$ cat config.mk
export PLATFORM = sky130hd
export DESIGN_NAME = pc_sequencer_flat
export DESIGN_NICKNAME = d
export VERILOG_FILES = /design/src/rtl/cpu_pkg.sv /design/src/rtl/pc_sequencer_if.sv /design/src/rtl/pc_next_sel.sv /design/src/rtl/pc_sequencer.sv /design/src/flat_wrapper.sv
export SDC_FILE = /design/constraint.sdc
export NUM_CORES = 1
export LEC_CHECK = 0
export ABC_AREA = 1
export CELL_PAD_IN_SITES_DETAIL_PLACEMENT = 0
export CELL_PAD_IN_SITES_GLOBAL_PLACEMENT = 1
export CORE_ASPECT_RATIO = 0.75
export CORE_MARGIN = 2
export CORE_UTILIZATION = 29
export CTS_CLUSTER_SIZE = 28
export DETAILED_ROUTE_END_ITERATION = 7
export PLACE_DENSITY_LB_ADDON = 0.3
export SYNTH_ARGS = -nofsm -noshare
export SYNTH_HDL_FRONTEND = slang
export SYNTH_SLANG_ARGS = --single-unit
$ cat constraint.sdc
create_clock -name clk -period 2.3 [get_ports clk]
set_input_delay 0.575 -clock clk [delete_from_list [all_inputs] [get_ports clk]]
set_output_delay 0.575 -clock clk [all_outputs]
set_load 0.005 [all_outputs]
$ cat src/rtl/cpu_pkg.sv
// -----------------------------------------------------------------------------
// cpu_pkg
// Shared types and constants for the PC sequencer slice.
//   seq_state_t : sequencer FSM states (FETCH, EXEC, HALT)
//   OP_*        : opcodes decoded from instruction bits [15:12]
//   opcode()    : extracts the opcode field from a 16-bit instruction
// -----------------------------------------------------------------------------
package cpu_pkg;

    typedef enum logic [1:0] {
        FETCH = 2'd0,
        EXEC  = 2'd1,
        HALT  = 2'd2
    } seq_state_t;

    localparam logic [3:0] OP_BEQ  = 4'hA;
    localparam logic [3:0] OP_BNE  = 4'hB;
    localparam logic [3:0] OP_JMP  = 4'hC;
    localparam logic [3:0] OP_HALT = 4'hF;

    function automatic logic [3:0] opcode(input logic [15:0] instr);
        return instr[15:12];
    endfunction

endpackage

$ cat src/rtl/pc_sequencer_if.sv
// -----------------------------------------------------------------------------
// pc_sequencer_if
// Fetch and execute handshakes between the sequencer and its neighbours.
//   imem_req   : fetch request            (sequencer -> instruction memory)
//   imem_ready : fetch data valid          (instruction memory -> sequencer)
//   imem_rdata : fetched instruction       (instruction memory -> sequencer)
//   ex_start   : one-cycle execute start   (sequencer -> execute unit)
//   ex_done    : execute complete          (execute unit -> sequencer)
//   zero_flag  : ALU zero, valid w/ ex_done (execute unit -> sequencer)
// master = sequencer side, slave = memory/execute side.
// -----------------------------------------------------------------------------
interface pc_sequencer_if;

    logic        imem_req;
    logic        imem_ready;
    logic [15:0] imem_rdata;
    logic        ex_start;
    logic        ex_done;
    logic        zero_flag;

    modport master (
        output imem_req,
        input  imem_ready,
        input  imem_rdata,
        output ex_start,
        input  ex_done,
        input  zero_flag
    );

    modport slave (
        input  imem_req,
        output imem_ready,
        output imem_rdata,
        input  ex_start,
        output ex_done,
        output zero_flag
    );

endinterface

$ cat src/rtl/pc_next_sel.sv
// -----------------------------------------------------------------------------
// pc_next_sel
// Combinational next-PC select. The PC only moves on the cycle an
// instruction completes (EXEC with ex_done); every other cycle it holds.
//   state     : sequencer state
//   ir        : instruction being executed
//   ex_done   : execute complete this cycle
//   zero_flag : ALU zero result, qualifies BEQ/BNE
//   pc_count  : current PC
//   pc_branch : pc_count + 2, branch target
//   pc_next   : selected next PC
// -----------------------------------------------------------------------------
module pc_next_sel
    import cpu_pkg::*;
(
    input  seq_state_t  state,
    input  logic [15:0] ir,
    input  logic        ex_done,
    input  logic        zero_flag,
    input  logic [15:0] pc_count,
    input  logic [15:0] pc_branch,
    output logic [15:0] pc_next
);

    logic [15:0] pc_inc;

    // Natural 16-bit overflow gives the 0xFFFF -> 0x0000 wrap.
    assign pc_inc = pc_count + 16'd1;

    always_comb begin
        // NOTE: every combinational output gets a default first so no path
        // leaves it unassigned, which would otherwise infer a latch.
        pc_next = pc_count;
        if (state == EXEC && ex_done) begin
            case (opcode(ir))
                OP_BEQ:  pc_next = zero_flag  ? pc_branch : pc_inc;
                OP_BNE:  pc_next = !zero_flag ? pc_branch : pc_inc;
                OP_JMP:  pc_next = {pc_count[15:12], ir[11:0]};
                default: pc_next = pc_inc;
            endcase
        end
    end

endmodule

$ cat src/rtl/pc_sequencer.sv
// -----------------------------------------------------------------------------
// pc_sequencer
// Fetch/execute sequencer driving an external PC register. Fetches an
// instruction, pulses ex_start, waits for ex_done, then steps the PC.
// A fetch that stalls FETCH_TIMEOUT consecutive cycles raises a sticky fault
// and parks the sequencer in HALT, as does a fetched HALT opcode.
//   clk, reset : clock and synchronous active-high reset
//   pc_count   : current PC from the PC register
//   pc_branch  : pc_count + 2 from the PC register
//   pc_next    : next PC, loaded by the PC register every edge
//   bus        : fetch/execute handshakes (master side)
//   ir         : instruction register
//   retired    : retired-instruction count (wraps)
//   halted     : sequencer is in HALT
//   fetch_err  : sticky fetch-timeout fault
// -----------------------------------------------------------------------------
module pc_sequencer
    import cpu_pkg::*;
#(
    parameter int FETCH_TIMEOUT = 15
) (
    input  logic          clk,
    input  logic          reset,
    input  logic [15:0]   pc_count,
    input  logic [15:0]   pc_branch,
    output logic [15:0]   pc_next,
    pc_sequencer_if.master bus,
    output logic [15:0]   ir,
    output logic [15:0]   retired,
    output logic          halted,
    output logic          fetch_err
);

    localparam int TW = $clog2(FETCH_TIMEOUT + 1);
    // Count value seen during the last permissible stalled cycle.
    localparam logic [TW-1:0] TMO_LAST = TW'(FETCH_TIMEOUT - 1);

    seq_state_t    state;
    seq_state_t    state_next;
    logic          capture;
    logic          timeout;
    logic [TW-1:0] tmo_cnt;
    logic [15:0]   sel_pc;

    // ---------------------------------------------------------------- FSM
    always_ff @(posedge clk) begin
        // NOTE: reset is sampled on the clock edge, so it lives inside the
        // clocked block and is not in the sensitivity list.
        if (reset) begin
            state <= FETCH;
        end else begin
            state <= state_next;
        end
    end

    always_comb begin
        state_next = state;
        capture    = 1'b0;
        timeout    = 1'b0;
        case (state)
            FETCH: begin
                // A ready on the last permissible cycle still captures.
                if (bus.imem_ready) begin
                    capture    = 1'b1;
                    state_next = (opcode(bus.imem_rdata) == OP_HALT) ? HALT : EXEC;
                end else if (tmo_cnt == TMO_LAST) begin
                    timeout    = 1'b1;
                    state_next = HALT;
                end
            end
            EXEC: begin
                if (bus.ex_done) begin
                    state_next = FETCH;
                end
            end
            HALT:    state_next = HALT;
            default: state_next = FETCH;
        endcase
    end

    // -------------------------------------------------- registered outputs
    always_ff @(posedge clk) begin
        // NOTE: clocked state uses non-blocking assignments so every register
        // samples pre-edge values regardless of statement order.
        if (reset) begin
            ir           <= 16'h0000;
            bus.ex_start <= 1'b0;
            retired      <= 16'h0000;
            halted       <= 1'b0;
            fetch_err    <= 1'b0;
            tmo_cnt      <= '0;
        end else begin
            if (capture) begin
                ir <= bus.imem_rdata;
            end
            bus.ex_start <= capture && (state_next == EXEC);
            if (state == EXEC && bus.ex_done) begin
                retired <= retired + 16'd1;
            end
            halted <= (state_next == HALT);
            if (timeout) begin
                fetch_err <= 1'b1;
            end
            // Only consecutive stalled cycles inside one FETCH accumulate.
            if (state == FETCH && !bus.imem_ready && state_next == FETCH) begin
                tmo_cnt <= tmo_cnt + 1'b1;
            end else begin
                tmo_cnt <= '0;
            end
        end
    end

    // ------------------------------------------------- combinational outputs
    pc_next_sel u_pc_next_sel (
        .state     (state),
        .ir        (ir),
        .ex_done   (bus.ex_done),
        .zero_flag (bus.zero_flag),
        .pc_count  (pc_count),
        .pc_branch (pc_branch),
        .pc_next   (sel_pc)
    );

    // Reset forces PC zero combinationally so the PC register loads 0 on
    // the same edge the sequencer resets.
    assign pc_next      = reset ? 16'h0000 : sel_pc;
    assign bus.imem_req = (state == FETCH) && !reset;

endmodule
$ cat src/flat_wrapper.sv
// flat-port wrapper written by rule: the top's interface ports become plain ports
module pc_sequencer_flat import cpu_pkg::*;
#(
    parameter int FETCH_TIMEOUT = 15
)
  (clk, reset, pc_count, pc_branch, pc_next, ir, retired, halted, fetch_err, bus_imem_req, bus_imem_ready, bus_imem_rdata, bus_ex_start, bus_ex_done, bus_zero_flag);
  pc_sequencer_if bus_i ();
  input  logic clk;
  input  logic reset;
  input  logic [15:0] pc_count;
  input  logic [15:0] pc_branch;
  output logic [15:0] pc_next;
  output logic [15:0] ir;
  output logic [15:0] retired;
  output logic halted;
  output logic fetch_err;
  output wire logic [$bits(bus_i.imem_req)-1:0] bus_imem_req;
  input wire logic [$bits(bus_i.imem_ready)-1:0] bus_imem_ready;
  input wire logic [$bits(bus_i.imem_rdata)-1:0] bus_imem_rdata;
  output wire logic [$bits(bus_i.ex_start)-1:0] bus_ex_start;
  input wire logic [$bits(bus_i.ex_done)-1:0] bus_ex_done;
  input wire logic [$bits(bus_i.zero_flag)-1:0] bus_zero_flag;
  assign bus_imem_req = bus_i.imem_req;
  assign bus_i.imem_ready = bus_imem_ready;
  assign bus_i.imem_rdata = bus_imem_rdata;
  assign bus_ex_start = bus_i.ex_start;
  assign bus_i.ex_done = bus_ex_done;
  assign bus_i.zero_flag = bus_zero_flag;
  pc_sequencer #(.FETCH_TIMEOUT(FETCH_TIMEOUT)) u_core (.clk(clk), .reset(reset), .pc_count(pc_count), .pc_branch(pc_branch), .pc_next(pc_next), .bus(bus_i), .ir(ir), .retired(retired), .halted(halted), .fetch_err(fetch_err));
endmodule
==> impl_metrics.ini, run 1 <==
[sta]
setup_ws_ns = -0.05136
layout_worst_path_cycle_share_pct = 102.2
setup_viol_count_final = 5
worst_slew_pin_slew_ns = 0.4135
final.min_clock_period_ns = 2.351
hold_viol = 0
fin_skew_ns = 0.007449
drv_slew = 0
relSlewSlack_pct = 72.39
rsz0062_at_grt = true
max_clock_freq_mhz = 425.3

[floorplan]
ios = 105
dieWidth_um = 113.6
core_area_mm2 = 0.008600
fp.dieH_um = 86.20
dieArea_mm2 = 0.009792
initial_utilization_pct = 30.38
rows = 29

[worst_hold_path]
hold_path.class = reg -> reg
hp-start = u_core.tmo_cnt[0]
holdPathEnd = u_core.tmo_cnt[0]
worstHoldPathCells = 1

[global_route]
grt_pass1_wl_um = 15880
grt_pass1_vias = 3117
grt-ovfl-total = 0
grt_util_all_layers_pct = 20.29
antenna_found_initial = 0
grt_start_max_net_pins = 29

[worst_setup_path]
cp.required_ns = 1.73
critPathLaunchType = register
arrival_ns = 1.78
critPathCaptureType = output port
startpoint = u_core.ir[13]
rrSetupSlack_ns = 0.73
r2r_end = u_core.retired[15]
reg2reg_from = u_core.state[1]
crit_path_max_fanout = 4
criticalPathCategory = reg -> out
r2r.worst_path.cells = 9

[place]
portBuffers = 104
dp_hpwl_um = 7108
gp_congestion = 0.9693
pre_cts_ws_ns = -0.9358

[final_layout]
postLayoutCoreUtil_pct = 54.98
multi_input_comb_area_mm2 = 0.001861
antennaDiodeCount = 0
fillers = 876
mostFrequentLayoutCells = clkdlybuf4s50_1 (70), nand2_1 (61), buf_4 (55)
drive_gt1_share_pct = 32.08
sequential_cell_area_um2 = 832.0
finish.net_count = 642
area_growth_pct = 80.99
layout_commonest_cell = clkdlybuf4s50_1

[synth]
synthAdderAreaFrac_pct = 1.916
ys_ff_latch = 41
yosysWarnings = 0
synth_top_family_by_area = simple AND/OR/NAND/NOR gates
ys_types = 30
synth-xor-area-share_pct = 1.341
yosysSeqAreaShare_pct = 31.42
synth-compound-area-share_pct = 21.60
syn-num-nets = 476
synth_area_mm2 = 0.002613
avgSynthCellArea_um2 = 6.235
synthCells = 419
synthSimpleGateAreaFrac_pct = 33.33
synthMuxAreaShare_pct = 0

[detailed_routing]
via_per_inst = 4.912
drt-total-wl_um = 10140
ant_nets = 0
wire_per_inst_um = 14.62
drt_pass1_iterations = 4
route.detailed.drc = 0
drt_iter0_drc = 262
vias = 3409

[status]
failed_checks = negative setup slack
status = complete, but fails checks

[clock_network]
clk_path_buf_depth = 2
htree_levels = 2
cts.clk_slew.worst_paths_ns = 0.06
cts_root_buf = clkbuf_16
clkSinkCount = 41
insertion_delay_ns = 0.28
cts_tree = yes
cts_inserted_buffers = 5

[job]
cap_violations = 0

[power]
max-vdd-ir-drop_mv = 0.3802
p_leak_nw = 1.981
power_density_mw_per_mm2 = 421.2
[registers in the layout, summed over array words and instances, names as in the netlist]
name and flops:
u_core.retired 16, u_core.fetch_err 1, u_core.ir 16, u_core.halted 1, u_core.tmo_cnt 4, u_core.bus.ex_start 1
u_core.state 2
[area by class of cell]
| cell class | instances | share of cell area [%] |
|---|---|---|
| multi-input combinational | 311 | 39.35 |
| clock inverter | 3 | 0.3705 |
| inverter | 54 | 4.446 |
| clock buffer | 5 | 2.646 |
| timing repair buffer | 172 | 32.73 |
| sequential | 41 | 17.60 |
| tap | 108 | 2.858 |
[report_power, final]
group	switching [W]	internal (W)	total, W
clock	0.000276	0.000398	0.000673
combinational	0.000262	0.000288	0.000550
sequential	0.0000267	0.000741	0.000768
total	0.000565	0.00143	0.00199
[critical path: stages, from the launching register on]
cell and delay (ns):
dfxtp_4 0.38, inv_4 0.04, nor2_4 0.14, nand2_2 0.08
nand2_4 0.13, buf_6 0.12, buf_6 0.09, nand2_2 0.04
inv_2 0.07, nand2_2 0.06, a21oi_2 0.15, a21oi_2 0.07
buf_2 0.13
[repair_timing]
item | 4_1_cts | 5_1_grt
endpoints found under the hold margin | 0 | 0
hold buffers | 0 | 0
gates cloned | 2 | 0
setup endpoints to repair | 17 | 16
pin swaps | 43 | 31
setup buffers | 22 | 4
resized for setup | 187 | 41
[layer usage]
| layer | part of all wire, % | GRT usage, % | vias up |
|---|---|---|---|
| met3 | 7.0 | 3.706 | 10 |
| li1 | - | - | 1724 |
| met2 | 44 | 31.25 | 111 |
| met5 | 0 | 0 | - |
| met1 | 47 | 29.56 | 1564 |
| met4 | 1.1 | 4.656 | 0 |
[cells in the mapped netlist]
master / instances / area share (%)
nand2_1: 80 / 11
nor2_1: 56 / 8.0
o21ai_0: 53 / 10
inv_1: 52 / 7.5
dfxtp_1: 41 / 31
a21oi_1: 40 / 7.7
nand3_1: 25 / 4.8
a31oi_1: 13 / 3.1
clkbuf_1: 8 / 1.1
nand4_1: 8 / 1.9
nor3_1: 7 / 1.3
buf_2: 4 / 0.77
ha_1: 4 / 1.9
nor2_2: 4 / 0.96
xor2_1: 3 / 1.0
inv_2: 2 / 0.29
nand3_2: 2 / 0.77
nand3_4: 2 / 1.3
nand3b_1: 2 / 0.57
o21ai_1: 2 / 0.38
or2_2: 2 / 0.48
and3_1: 1 / 0.24
buf_4: 1 / 0.29
buf_6: 1 / 0.43
nand2_2: 1 / 0.24
nand2_4: 1 / 0.43
nor2_4: 1 / 0.43
nor3b_1: 1 / 0.29
o21bai_1: 1 / 0.29
xnor2_1: 1 / 0.34
[stage by stage]
stage | area, um^2 | hold slack (ns) | TNS, ns | total power [W] | std cells
floorplan | 2613 | 0.4297 | 0 | 0.0009476 | 419
global placement | 4085 | 0.4423 | -11.41 | 0.001246 | 659
detailed placement | 4085 | 0.4512 | -11.90 | 0.001248 | 659
CTS | 4556 | 0.4660 | -0.1900 | 0.001983 | 690
global route | 4728 | 0.4976 | -1.124 | 0.002110 | 694
finish | 4728 | 0.4601 | -0.1221 | 0.001991 | 694
[worst max path at each step]
stage	end	cells after the start
2_1_floorplan	pc_next[12]	9
3_3_place_gp	pc_next[12]	11
4_1_cts	pc_next[2]	11
3_5_place_dp	pc_next[12]	11
5_1_grt	pc_next[14]	12
6_report	pc_next[14]	12
[logic make-up (layout without fill, tap and decap cells)]
group           Yosys count  count (layout)
fa+ha+maj                 4               4
buf+inv                  68             234
simple gates            193             194
xor+xnor                  4               4
compound gates          109             109
flops                    41              41
(Power assumes the default switching activity.)
==> run 2: changes to the inputs <==
--- a/config.mk
+++ b/config.mk
@@ -14,6 +14,7 @@
 export CTS_CLUSTER_SIZE = 28
 export DETAILED_ROUTE_END_ITERATION = 7
 export PLACE_DENSITY_LB_ADDON = 0.3
+export SLEW_MARGIN = 30
 export SYNTH_ARGS = -nofsm -noshare
 export SYNTH_HDL_FRONTEND = slang
 export SYNTH_SLANG_ARGS = --single-unit
==> results of run 2 <==
No change in the layout: final DEF, timing and power equal those of run 1.
